===== src/rtl/cla_pkg.sv =====
// Shared constants and the per-stage pipeline record for the pipelined CLA adder/subtractor.
// Record fields are sized for the widest legal build; narrower builds leave the upper bits constant.
package cla_pkg;

   localparam int SLICE_W = 16;
   localparam int GROUP_W = 4;
   localparam int MAX_W   = 128;

   typedef struct packed {
      logic             valid;
      logic             carry;   // carry out of the slice most recently added
      logic             c_msb;   // carry into the top bit of that slice
      logic             sub;
      logic             sat;
      logic [MAX_W-1:0] psum;
      logic [MAX_W-1:0] a;
      logic [MAX_W-1:0] b;       // already inverted for subtraction
   } stage_t;

endpackage


===== src/rtl/pipe_cla_addsub_if.sv =====
// Operand/result handshake bundle for pipe_cla_addsub.
// The sat signal exists only when ADDSUB_SAT_EN is defined.
interface pipe_cla_addsub_if #(
   parameter int WIDTH = 32
);
   logic             in_valid;
   logic             in_ready;
   logic [WIDTH-1:0] a;
   logic [WIDTH-1:0] b;
   logic             sub;
`ifdef ADDSUB_SAT_EN
   logic             sat;
`endif
   logic             out_valid;
   logic             out_ready;
   logic [WIDTH-1:0] sum;
   logic             cout;
   logic             ovf;
   logic             zero;

   modport master (
`ifdef ADDSUB_SAT_EN
      output sat,
`endif
      output in_valid, a, b, sub, out_ready,
      input  in_ready, out_valid, sum, cout, ovf, zero
   );

   modport slave (
`ifdef ADDSUB_SAT_EN
      input  sat,
`endif
      input  in_valid, a, b, sub, out_ready,
      output in_ready, out_valid, sum, cout, ovf, zero
   );
endinterface


===== src/rtl/cla_slice16.sv =====
// 16-bit combinational adder: four 4-bit lookahead groups joined by a second lookahead level.
module cla_slice16
   import cla_pkg::*;
(
   input  logic [SLICE_W-1:0] a,
   input  logic [SLICE_W-1:0] b,
   input  logic               cin,
   output logic [SLICE_W-1:0] s,
   output logic               cout,
   output logic               c_msb_in
);
   localparam int NG = SLICE_W / GROUP_W;

   logic [SLICE_W-1:0] w_g;
   logic [SLICE_W-1:0] w_p;
   logic [SLICE_W-1:0] w_c;
   logic [NG-1:0]      w_gg;
   logic [NG-1:0]      w_gp;
   logic [NG:0]        w_gc;

   assign w_g = a & b;
   assign w_p = a ^ b;

   genvar gi;
   generate
      for (gi = 0; gi < NG; gi++) begin : g_grp
         localparam int L = gi * GROUP_W;
         assign w_gg[gi] = w_g[L+3] | (w_p[L+3] & w_g[L+2]) | (&w_p[L+3:L+2] & w_g[L+1])
                         | (&w_p[L+3:L+1] & w_g[L]);
         assign w_gp[gi] = &w_p[L+3:L];
         assign w_c[L]   = w_gc[gi];
         assign w_c[L+1] = w_g[L] | (w_p[L] & w_gc[gi]);
         assign w_c[L+2] = w_g[L+1] | (w_p[L+1] & w_g[L]) | (&w_p[L+1:L] & w_gc[gi]);
         assign w_c[L+3] = w_g[L+2] | (w_p[L+2] & w_g[L+1]) | (&w_p[L+2:L+1] & w_g[L])
                         | (&w_p[L+2:L] & w_gc[gi]);
      end
   endgenerate

   // Second level: group carries straight from cin, no chaining between groups.
   assign w_gc[0] = cin;
   assign w_gc[1] = w_gg[0] | (w_gp[0] & cin);
   assign w_gc[2] = w_gg[1] | (w_gp[1] & w_gg[0]) | (&w_gp[1:0] & cin);
   assign w_gc[3] = w_gg[2] | (w_gp[2] & w_gg[1]) | (&w_gp[2:1] & w_gg[0]) | (&w_gp[2:0] & cin);
   assign w_gc[4] = w_gg[3] | (w_gp[3] & w_gg[2]) | (&w_gp[3:2] & w_gg[1])
                  | (&w_gp[3:1] & w_gg[0]) | (&w_gp[3:0] & cin);

   assign s        = w_p ^ w_c;
   assign cout     = w_gc[NG];
   assign c_msb_in = w_c[SLICE_W-1];
endmodule


===== src/rtl/pipe_cla_addsub.sv =====
// Pipelined add/subtract: one 16-bit CLA slice per stage, LAT = WIDTH/16 stages, valid/ready flow.
// Define ADDSUB_SAT_EN to add the per-beat signed saturation request (bus.sat).
module pipe_cla_addsub
   import cla_pkg::*;
#(
   parameter int WIDTH = 32
) (
   input  logic             clk,
   input  logic             rst,
   pipe_cla_addsub_if.slave bus
);
   localparam int LAT = WIDTH / SLICE_W;

   stage_t                      r_stage [LAT];
   stage_t                      w_in    [LAT];
   stage_t                      w_out   [LAT];
   logic [LAT-1:0][SLICE_W-1:0] w_s;
   logic [LAT-1:0]              w_co;
   logic [LAT-1:0]              w_cm;
   logic [WIDTH-1:0]            w_b_eff;
   logic [WIDTH-1:0]            w_raw;
   logic [WIDTH-1:0]            w_sum;
   logic                        w_stall;
   logic                        w_ovf;

   // A stalled result freezes the whole pipe, so upstream can only move when the tail does.
   assign w_stall      = r_stage[LAT-1].valid & ~bus.out_ready;
   assign bus.in_ready = ~w_stall;
   assign w_b_eff      = bus.sub ? ~bus.b : bus.b;

   always_comb begin
      w_in[0]                  = '0;
      w_in[0].valid            = bus.in_valid;
      w_in[0].carry            = bus.sub;
      w_in[0].sub              = bus.sub;
      w_in[0].a[WIDTH-1:0]     = bus.a;
      w_in[0].b[WIDTH-1:0]     = w_b_eff;
`ifdef ADDSUB_SAT_EN
      w_in[0].sat              = bus.sat;
`endif
      for (int k = 1; k < LAT; k++) begin
         w_in[k] = r_stage[k-1];
      end
   end

   genvar gi;
   generate
      for (gi = 0; gi < LAT; gi++) begin : g_stage
         cla_slice16 u_slice (
            .a        (w_in[gi].a[gi*SLICE_W +: SLICE_W]),
            .b        (w_in[gi].b[gi*SLICE_W +: SLICE_W]),
            .cin      (w_in[gi].carry),
            .s        (w_s[gi]),
            .cout     (w_co[gi]),
            .c_msb_in (w_cm[gi])
         );
      end
   endgenerate

   always_comb begin
      for (int k = 0; k < LAT; k++) begin
         w_out[k]                             = w_in[k];
         w_out[k].psum[k*SLICE_W +: SLICE_W]  = w_s[k];
         w_out[k].carry                       = w_co[k];
         w_out[k].c_msb                       = w_cm[k];
      end
   end

   always_ff @(posedge clk) begin
      if (rst) begin
         for (int k = 0; k < LAT; k++) begin
            r_stage[k] <= '0;
         end
      end else if (!w_stall) begin
         for (int k = 0; k < LAT; k++) begin
            r_stage[k] <= w_out[k];
         end
      end
   end

   assign w_raw = r_stage[LAT-1].psum[WIDTH-1:0];
   assign w_ovf = r_stage[LAT-1].carry ^ r_stage[LAT-1].c_msb;

`ifdef ADDSUB_SAT_EN
   logic w_sign_a;
   assign w_sign_a = r_stage[LAT-1].a[WIDTH-1];
   assign w_sum    = (r_stage[LAT-1].sat & w_ovf) ? {w_sign_a, {(WIDTH-1){~w_sign_a}}} : w_raw;
`else
   assign w_sum    = w_raw;
`endif

   assign bus.out_valid = r_stage[LAT-1].valid;
   assign bus.sum       = w_sum;
   assign bus.cout      = r_stage[LAT-1].carry;
   assign bus.ovf       = w_ovf;
   assign bus.zero      = r_stage[LAT-1].valid & ~|w_sum;
endmodule

===== src/flat_wrapper.sv =====
// flat-port wrapper written by rule: the top's interface ports become plain ports
module pipe_cla_addsub_flat import cla_pkg::*;
#(
   parameter int WIDTH = 32
)
  (clk, rst, bus_in_valid, bus_a, bus_b, bus_sub, bus_out_ready, bus_in_ready, bus_out_valid, bus_sum, bus_cout, bus_ovf, bus_zero);
  pipe_cla_addsub_if #(.WIDTH(WIDTH)) bus_i ();
  input  logic clk;
  input  logic rst;
  input wire logic [$bits(bus_i.in_valid)-1:0] bus_in_valid;
  input wire logic [$bits(bus_i.a)-1:0] bus_a;
  input wire logic [$bits(bus_i.b)-1:0] bus_b;
  input wire logic [$bits(bus_i.sub)-1:0] bus_sub;
  input wire logic [$bits(bus_i.out_ready)-1:0] bus_out_ready;
  output wire logic [$bits(bus_i.in_ready)-1:0] bus_in_ready;
  output wire logic [$bits(bus_i.out_valid)-1:0] bus_out_valid;
  output wire logic [$bits(bus_i.sum)-1:0] bus_sum;
  output wire logic [$bits(bus_i.cout)-1:0] bus_cout;
  output wire logic [$bits(bus_i.ovf)-1:0] bus_ovf;
  output wire logic [$bits(bus_i.zero)-1:0] bus_zero;
  assign bus_i.in_valid = bus_in_valid;
  assign bus_i.a = bus_a;
  assign bus_i.b = bus_b;
  assign bus_i.sub = bus_sub;
  assign bus_i.out_ready = bus_out_ready;
  assign bus_in_ready = bus_i.in_ready;
  assign bus_out_valid = bus_i.out_valid;
  assign bus_sum = bus_i.sum;
  assign bus_cout = bus_i.cout;
  assign bus_ovf = bus_i.ovf;
  assign bus_zero = bus_i.zero;
  pipe_cla_addsub #(.WIDTH(WIDTH)) u_core (.clk(clk), .rst(rst), .bus(bus_i));
endmodule

===== config.mk =====
export PLATFORM = sky130hd
export DESIGN_NAME = pipe_cla_addsub_flat
export DESIGN_NICKNAME = d
export VERILOG_FILES = /design/src/rtl/cla_pkg.sv /design/src/rtl/pipe_cla_addsub_if.sv /design/src/rtl/cla_slice16.sv /design/src/rtl/pipe_cla_addsub.sv /design/src/flat_wrapper.sv
export SDC_FILE = /design/constraint.sdc
export NUM_CORES = 1
export LEC_CHECK = 0
export ABC_AREA = 1
export BUFFER_PORTS_ARGS = -buffer_cell sky130_fd_sc_hd__buf_2
export CAP_MARGIN = 20
export CORE_MARGIN = 3
export CORE_UTILIZATION = 35
export CTS_BUF_LIST = sky130_fd_sc_hd__clkbuf_4 sky130_fd_sc_hd__clkbuf_8
export DETAILED_ROUTE_END_ITERATION = 7
export GPL_TIMING_DRIVEN = 0
export PLACE_DENSITY = 0.6
export SLEW_MARGIN = 30
export SYNTH_ARGS = -nofsm -noshare
export SYNTH_HDL_FRONTEND = slang
export SYNTH_HIERARCHICAL = 1
export SYNTH_SLANG_ARGS = --single-unit

===== constraint.sdc =====
create_clock -name clk -period 7.7 [get_ports clk]
set_input_delay 1.54 -clock clk [delete_from_list [all_inputs] [get_ports clk]]
set_output_delay 1.54 -clock clk [all_outputs]
set_load 0.1 [all_outputs]

; ---- Word level (Yosys, flattened, before mapping)
; Memory sizes are Yosys's and may differ from the RTL's.
; Cells that the tools add are included.
[totals]
ff_bits = 0
ramBits = 778
wordCells = 269
memories = 1
[mem_list]
columns = memory, words, width, rd, rd_ports_with_merged_regs, wr, line_no
row1 = u_core.r_stage, 2, 389, 2, 0, 2, pipe_cla_addsub.sv:14  ; stage_t r_stage [LAT];
[op_classes]
n_mux = 8
bitwise = 198
n_reduce_logical = 62
[op_table]
columns = op, count
row1 = $mux 389, 2
row2 = $and 1x1->1, 94
row3 = $or 1x1->1, 94
row4 = $xor 16x16->16, 4
row5 = $reduce_and 12->1, 4
row6 = $reduce_and 2->1, 24
row7 = $reduce_and 3->1, 16
row8 = $reduce_and 8->1, 6
row9 = $and 16x16->16, 2
row10 = $mux 32, 1
row11 = $not 32->32, 1
row12 = $reduce_and 16->1, 2
row13 = $reduce_and 4->1, 8
row14 = $reduce_or 32->1, 1
row15 = $mux 1, 5
row16 = $not 1->1, 2
row17 = $logic_not 1->1, 1
row18 = $xor 1x1->1, 1

; ---- Depth between registers and ports, before layout
[logic_depth]
depth_word = 15
ltp_mapped = 16

; ---- By module
; Netlist, hierarchy kept.
[modules_own_cells]
columns = mod, instances, cells_per_inst, area_per_inst_um2
row1 = pipe_cla_addsub, 1, 354, 3927.5
row2 = cla_slice16, 2, 116, 745.7

; ---- Least setup slack after synthesis
; No wires, ideal clock.
[synth_path]
path_kind = input-to-reg
startpoint = input bus_out_ready
endpoint = memory u_core/r_stage[0][144] (netlist bit), enable pin
setup_time_ns = 1.044
arrival_ns = 3.520
required_ns = 6.656
setup_slack_ns = 3.136
cell_stages = 2
path_buffers = 0
cell_sequence = inv_1 > nand3_1
[synth_rtl]
columns = element, line_no
row1 = from (decl), flat_wrapper.sv:14  ; input wire logic [$bits(bus_i.out_ready)-1:0] bus_out_ready;
row2 = to (decl), pipe_cla_addsub.sv:14

; ---- Worst setup path after layout
[layout_path]
startpoint = input bus_out_ready
endpoint = output bus_in_ready
[layout_via]
elab_chain_cells = 3
[layout_lines]
columns = element, line_no
row1 = $not 1->1, pipe_cla_addsub.sv:27  ; assign w_stall = r_stage[LAT-1].valid & ~bus.out_ready;
row2 = $and 1x1->1, pipe_cla_addsub.sv:27
row3 = $not 1->1, pipe_cla_addsub.sv:28  ; assign bus.in_ready = ~w_stall;
row4 = to (decl), flat_wrapper.sv:15  ; output wire logic [$bits(bus_i.in_ready)-1:0] bus_in_ready;
; No other way between the ends.

==> impl_results.html <==
<table>
<tr><th>Metric</th><th>Value</th></tr>
<tr><th colspan="2">Status</th></tr>
<tr><td>Outcome</td><td>finished, final reports clean</td></tr>
<tr><th colspan="2">Place</th></tr>
<tr><td>Post-Place Worst Slack</td><td>3.60 ns</td></tr>
<tr><td>Port Buf Inserts</td><td>105</td></tr>
<tr><td>Cell area after placement</td><td>6230 um^2</td></tr>
<tr><td>HPWL after detailed placement</td><td>8450 um</td></tr>
<tr><td>Routability-driven placement congestion ratio</td><td>0.852</td></tr>
<tr><th colspan="2">Timing</th></tr>
<tr><td>Ratio of final minimum period to clock period</td><td>48.4%</td></tr>
<tr><td>Total negative slack</td><td>0 ns</td></tr>
<tr><td>Setup repair after global routing missed its margin</td><td>false</td></tr>
<tr><td>Worst Tran Pin Value</td><td>0.491 ns</td></tr>
<tr><td>Achievable Freq</td><td>268 MHz</td></tr>
<tr><td>Worst slew margin relative to its limit</td><td>67.5%</td></tr>
<tr><td>Final-report setup violation count</td><td>0</td></tr>
<tr><td>Final count of pins violating max slew</td><td>0</td></tr>
<tr><td>Final critical delay including setup and external delays</td><td>3.73 ns</td></tr>
<tr><td>Post-route worst setup slack</td><td>3.97 ns</td></tr>
<tr><td>Final Skew</td><td>0.00919 ns</td></tr>
<tr><td>Final Hold Vio Count</td><td>0</td></tr>
<tr><th colspan="2">Power and ir drop</th></tr>
<tr><td>Fraction of power consumed by combinational cells</td><td>37.4%</td></tr>
<tr><td>Leakage power summed over all cells</td><td>3.38 nW</td></tr>
<tr><td>Share of total power consumed by net switching</td><td>39.1%</td></tr>
<tr><td>Clock Power Share</td><td>19.7%</td></tr>
<tr><td>Psw</td><td>0.550 mW</td></tr>
<tr><td>Power Total</td><td>1.41 mW</td></tr>
<tr><td>Sequential group share of total power</td><td>42.8%</td></tr>
<tr><td>Worst supply voltage drop on vdd</td><td>0.000112 V</td></tr>
<tr><td>Power per unit of standard cell area</td><td>219 nW/um^2</td></tr>
<tr><td>Cell-internal power</td><td>0.856 mW</td></tr>
<tr><th colspan="2">Cells and area</th></tr>
<tr><td>Flip-flop count of the largest register, all copies and words added</td><td>85</td></tr>
<tr><td>Footprint of the multi-input gates</td><td>2100 um^2</td></tr>
<tr><td>Non-Filler Cell Area, Final</td><td>6410 um^2</td></tr>
<tr><td>Register bank with the most flops</td><td>u_core/r_stage</td></tr>
<tr><td>Filler cell count in the final layout</td><td>1468</td></tr>
<tr><td>Post-synthesis to final-layout area growth</td><td>18.3%</td></tr>
<tr><td>Largest registers</td><td>u_core/r_stage: 85 flops</td></tr>
<tr><td>N_diodes</td><td>0</td></tr>
<tr><td>Sequential cell area</td><td>2550 um^2</td></tr>
<tr><td>Fin util</td><td>43.1%</td></tr>
<tr><td># nets final</td><td>813</td></tr>
<tr><td>Proportion of layout cells with a drive suffix above 1</td><td>26.0%</td></tr>
<tr><th colspan="2">Synth</th></tr>
<tr><td>Share of async-settable or async-resettable flops after synthesis</td><td>0%</td></tr>
<tr><td>Syn Nets</td><td>695</td></tr>
<tr><td>Cell taking the most area after synthesis</td><td>sky130_fd_sc_hd__edfxtp_1</td></tr>
<tr><td>Proportion of synthesized area in mux cells</td><td>0%</td></tr>
<tr><td>Main combinational cell family by area after synthesis</td><td>simple AND/OR/NAND/NOR gates</td></tr>
<tr><td>Post-Syn Area per Cell</td><td>9.25 um^2</td></tr>
<tr><td>Seq/Total Area, Yosys</td><td>47.1%</td></tr>
<tr><td>Fraction of post-synthesis cell area in the top cell type by area</td><td>47.1%</td></tr>
<tr><td>Most instantiated cells after synthesis</td><td>113 x sky130_fd_sc_hd__nor2_1, 111 x sky130_fd_sc_hd__inv_1, 85 x sky130_fd_sc_hd__edfxtp_1</td></tr>
<tr><td>Post-synth EDFFs</td><td>85</td></tr>
<tr><td>Share of the synthesized area in compound gates (AO/OA/AOI/OAI)</td><td>2.77%</td></tr>
<tr><td>Synthesized-area fraction occupied by xor and xnor cells</td><td>7.92%</td></tr>
<tr><td>Top cells by area in the synthesized netlist</td><td>sky130_fd_sc_hd__edfxtp_1 47%, sky130_fd_sc_hd__nor2_1 7.8%, sky130_fd_sc_hd__inv_1 7.7%</td></tr>
<tr><td>Flip-flop cell with the highest count after synthesis</td><td>sky130_fd_sc_hd__edfxtp_1</td></tr>
<tr><td>Yosys warning count</td><td>6</td></tr>
<tr><td>Library cell with the highest instance count after synthesis</td><td>sky130_fd_sc_hd__nor2_1</td></tr>
<tr><td>Netlist area before placement</td><td>5420 um^2</td></tr>
<tr><td>Adder and majority gate portion of the synthesized area</td><td>10.3%</td></tr>
<tr><td>Synthesized-area fraction occupied by and/or/nand/nor cells</td><td>17.5%</td></tr>
<tr><td>Number of register bits inferred by synthesis</td><td>85</td></tr>
<tr><td>Instance count of the mapped netlist</td><td>586</td></tr>
<tr><td>Unique masters post-synth</td><td>22</td></tr>
<tr><th colspan="2">Clock network</th></tr>
<tr><td>Post_cts resized</td><td>0</td></tr>
<tr><td>Clock transition at the registers of the reported paths</td><td>0.09 ns</td></tr>
<tr><td>Insertion delay of the later-clocked pin in the worst-skew pair</td><td>0.34 ns</td></tr>
<tr><td>Number of buffers on the longest clock path</td><td>2</td></tr>
<tr><td>CTS tree</td><td>yes</td></tr>
<tr><td>Num CTS Buffers</td><td>9</td></tr>
<tr><td>Post-CTS Setup Repair Bufs</td><td>0</td></tr>
<tr><td># clock sinks</td><td>85</td></tr>
<tr><td>Count of H-tree levels built during CTS</td><td>3</td></tr>
<tr><td>Number of hold-repair buffers added at the cts stage</td><td>0</td></tr>
<tr><td>CTS root buf</td><td>sky130_fd_sc_hd__clkbuf_8</td></tr>
<tr><th colspan="2">Worst setup path</th></tr>
<tr><td>Highest cell delay on the worst timing path</td><td>0.43 ns</td></tr>
<tr><td>Count of buffering cells on the critical path with inverters included</td><td>3</td></tr>
<tr><td>Critical Path Slowest Stage Cell</td><td>sky130_fd_sc_hd__buf_2</td></tr>
<tr><td>Crit-path leading delay family</td><td>buffers and inverters</td></tr>
<tr><td>Class of the most critical setup path</td><td>input pin to output pin</td></tr>
<tr><td>WP data required</td><td>6.16 ns</td></tr>
<tr><td>Cell-by-cell trace of the critical path</td><td>buf_2 &gt; inv_1 &gt; nand2_2 &gt; buf_2</td></tr>
<tr><td>Most Frequent Cell on Critical Path</td><td>sky130_fd_sc_hd__buf_2</td></tr>
<tr><td>Peak fanout along the critical path</td><td>2</td></tr>
<tr><td>Arrival @ worst endpoint</td><td>2.19 ns</td></tr>
<tr><td>Startpoint types</td><td>input pin</td></tr>
<tr><td>Worst setup EP type</td><td>output pin</td></tr>
<tr><th colspan="2">Floorplan</th></tr>
<tr><td>Row Count</td><td>44</td></tr>
<tr><td>Count of boundary I/O pins</td><td>106</td></tr>
<tr><td>Area of the core region</td><td>14900 um^2</td></tr>
<tr><td>Die W</td><td>130 um</td></tr>
<tr><td>Die Footprint</td><td>17000 um^2</td></tr>
<tr><td>Chip height</td><td>130 um</td></tr>
<tr><td>Initial core utilization</td><td>36.5%</td></tr>
<tr><th colspan="2">Global route</th></tr>
<tr><td>GRT Util Overall</td><td>12.7%</td></tr>
<tr><td>Antenna violations before repair</td><td>0</td></tr>
<tr><td>First-pass GRT wire length</td><td>17000 um</td></tr>
<tr><td>Pin count of the biggest net entering global routing</td><td>34</td></tr>
<tr><td>Leftover overflow at the end of global routing</td><td>0</td></tr>
<tr><td>Via count of the first global-routing pass</td><td>3733</td></tr>
<tr><th colspan="2">Routing</th></tr>
<tr><td>Via/cell ratio</td><td>4.25</td></tr>
<tr><td>Met2 Wirelength</td><td>5080 um</td></tr>
<tr><td>Number of DRC markers after the initial detailed-route iteration</td><td>152</td></tr>
<tr><td>Number of vias after detailed routing</td><td>3797</td></tr>
<tr><td>Highest routed metal layer</td><td>met4</td></tr>
<tr><td>Met3 Wirelength</td><td>388 um</td></tr>
<tr><td>Number of iterations in the first detailed-routing pass</td><td>4</td></tr>
<tr><td>Mean routed wirelength per cell</td><td>11.8 um</td></tr>
<tr><td>Routed Antenna Nets</td><td>0</td></tr>
<tr><td>Final wirelength</td><td>10500 um</td></tr>
<tr><td>Met1 Wirelength</td><td>4930 um</td></tr>
<tr><td>Number of remaining DRC errors</td><td>0</td></tr>
<tr><th colspan="2">Min path</th></tr>
<tr><td>Path category of the worst min-delay check</td><td>flip-flop to flip-flop</td></tr>
<tr><th colspan="2">Run</th></tr>
<tr><td>Max Cap Viol</td><td>0</td></tr>
</table>
cell usage in the layout, fill, tap and decap left out:
master and instances:
sky130_fd_sc_hd__a21oi_1 16, sky130_fd_sc_hd__clkinvlp_4 2, sky130_fd_sc_hd__fa_1 8, sky130_fd_sc_hd__clkinv_4 1
sky130_fd_sc_hd__a31oi_1 4, sky130_fd_sc_hd__edfxtp_1 85, sky130_fd_sc_hd__clkinv_1 1, sky130_fd_sc_hd__nand3_4 1
sky130_fd_sc_hd__nand2_1 78, sky130_fd_sc_hd__inv_1 111, sky130_fd_sc_hd__clkinv_2 1, sky130_fd_sc_hd__xnor2_1 22
sky130_fd_sc_hd__nand3b_1 2, sky130_fd_sc_hd__a21o_1 2, sky130_fd_sc_hd__nand2_2 12, sky130_fd_sc_hd__nor2_1 113
sky130_fd_sc_hd__nand3_1 16, sky130_fd_sc_hd__buf_2 108, sky130_fd_sc_hd__nor3_2 2, sky130_fd_sc_hd__or2_0 2
sky130_fd_sc_hd__clkbuf_8 9, sky130_fd_sc_hd__nor3_1 2, sky130_fd_sc_hd__o21bai_1 4, sky130_fd_sc_hd__inv_6 2
sky130_fd_sc_hd__ha_1 32, sky130_fd_sc_hd__buf_6 8, sky130_fd_sc_hd__and2_2 2, sky130_fd_sc_hd__buf_16 1
sky130_fd_sc_hd__xor2_1 27, sky130_fd_sc_hd__buf_12 1, sky130_fd_sc_hd__buf_4 34
power by group through the flow:
stage | clock network (mW) | logic (mW) | registers (mW)
CTS | 0.289 | 0.532 | 0.604
global route | 0.308 | 0.579 | 0.610
global placement | 0 | 0.520 | 0.615
floorplan | 0 | 0.427 | 0.612
detailed placement | 0 | 0.530 | 0.614
finish | 0.278 | 0.526 | 0.602
cell type report:
type | instances | share of cell area (%)
Buffer | 45 | 5.62
Clock buffer | 9 | 1.93
Clock inverter | 7 | 0.781
Inverter | 111 | 6.50
Multi-Input combinational cell | 345 | 32.8
Sequential cell | 85 | 39.8
Tap cell | 184 | 3.59
Timing Repair Buffer | 107 | 8.94
layer usage:
metal | up-vias | global-route usage (%)
met1 | 1697 | 16.9
met2 | 74 | 21.6
met5 | - | 0
li1 | 2019 | -
met4 | 0 | 3.27
met3 | 7 | 2.11
path summary, 6_finish.rpt:
path                                                            from                              endpoint  slack, ns  cells past startpoint
worst max-delay path                                   bus_out_ready                          bus_in_ready       3.97                      4
worst min-delay path            u_core/r_stage[0][259]$_SDFFCE_PN0P_  u_core/r_stage[0][648]$_SDFFCE_PN0P_       0.55                      2
worst max register to register  u_core/r_stage[0][145]$_SDFFCE_PN0P_  u_core/r_stage[0][674]$_SDFFCE_PN0P_       5.46                     10
worst min register to register  u_core/r_stage[0][259]$_SDFFCE_PN0P_  u_core/r_stage[0][648]$_SDFFCE_PN0P_       0.55                      2
logic make-up after synthesis:
logic type / count (synthesis)
simple gates: 230
fa+ha+maj: 40
flops: 85
buf+inv: 156
xor+xnor: 49
compound gates: 26
per-stage QoR:
step / hold slack (ns) / instances
floorplan: 0.519 / 586
global placement: 0.527 / 875
detailed placement: 0.534 / 877
CTS: 0.557 / 893
global route: 0.575 / 893
finish: 0.549 / 893
worst register-to-register path, cell delays in order, from the launching register on:
cell and delay, ns:
sky130_fd_sc_hd__edfxtp_1 0.37, sky130_fd_sc_hd__ha_1 0.33, sky130_fd_sc_hd__or2_0 0.24, sky130_fd_sc_hd__nand3b_1 0.11
sky130_fd_sc_hd__nand2_2 0.11, sky130_fd_sc_hd__nand2_1 0.09, sky130_fd_sc_hd__nand2_2 0.09, sky130_fd_sc_hd__fa_1 0.39
sky130_fd_sc_hd__xor2_1 0.17, sky130_fd_sc_hd__inv_1 0.06, sky130_fd_sc_hd__nor2_1 0.03
No activity file was read; power rests on OpenSTA's default activity.
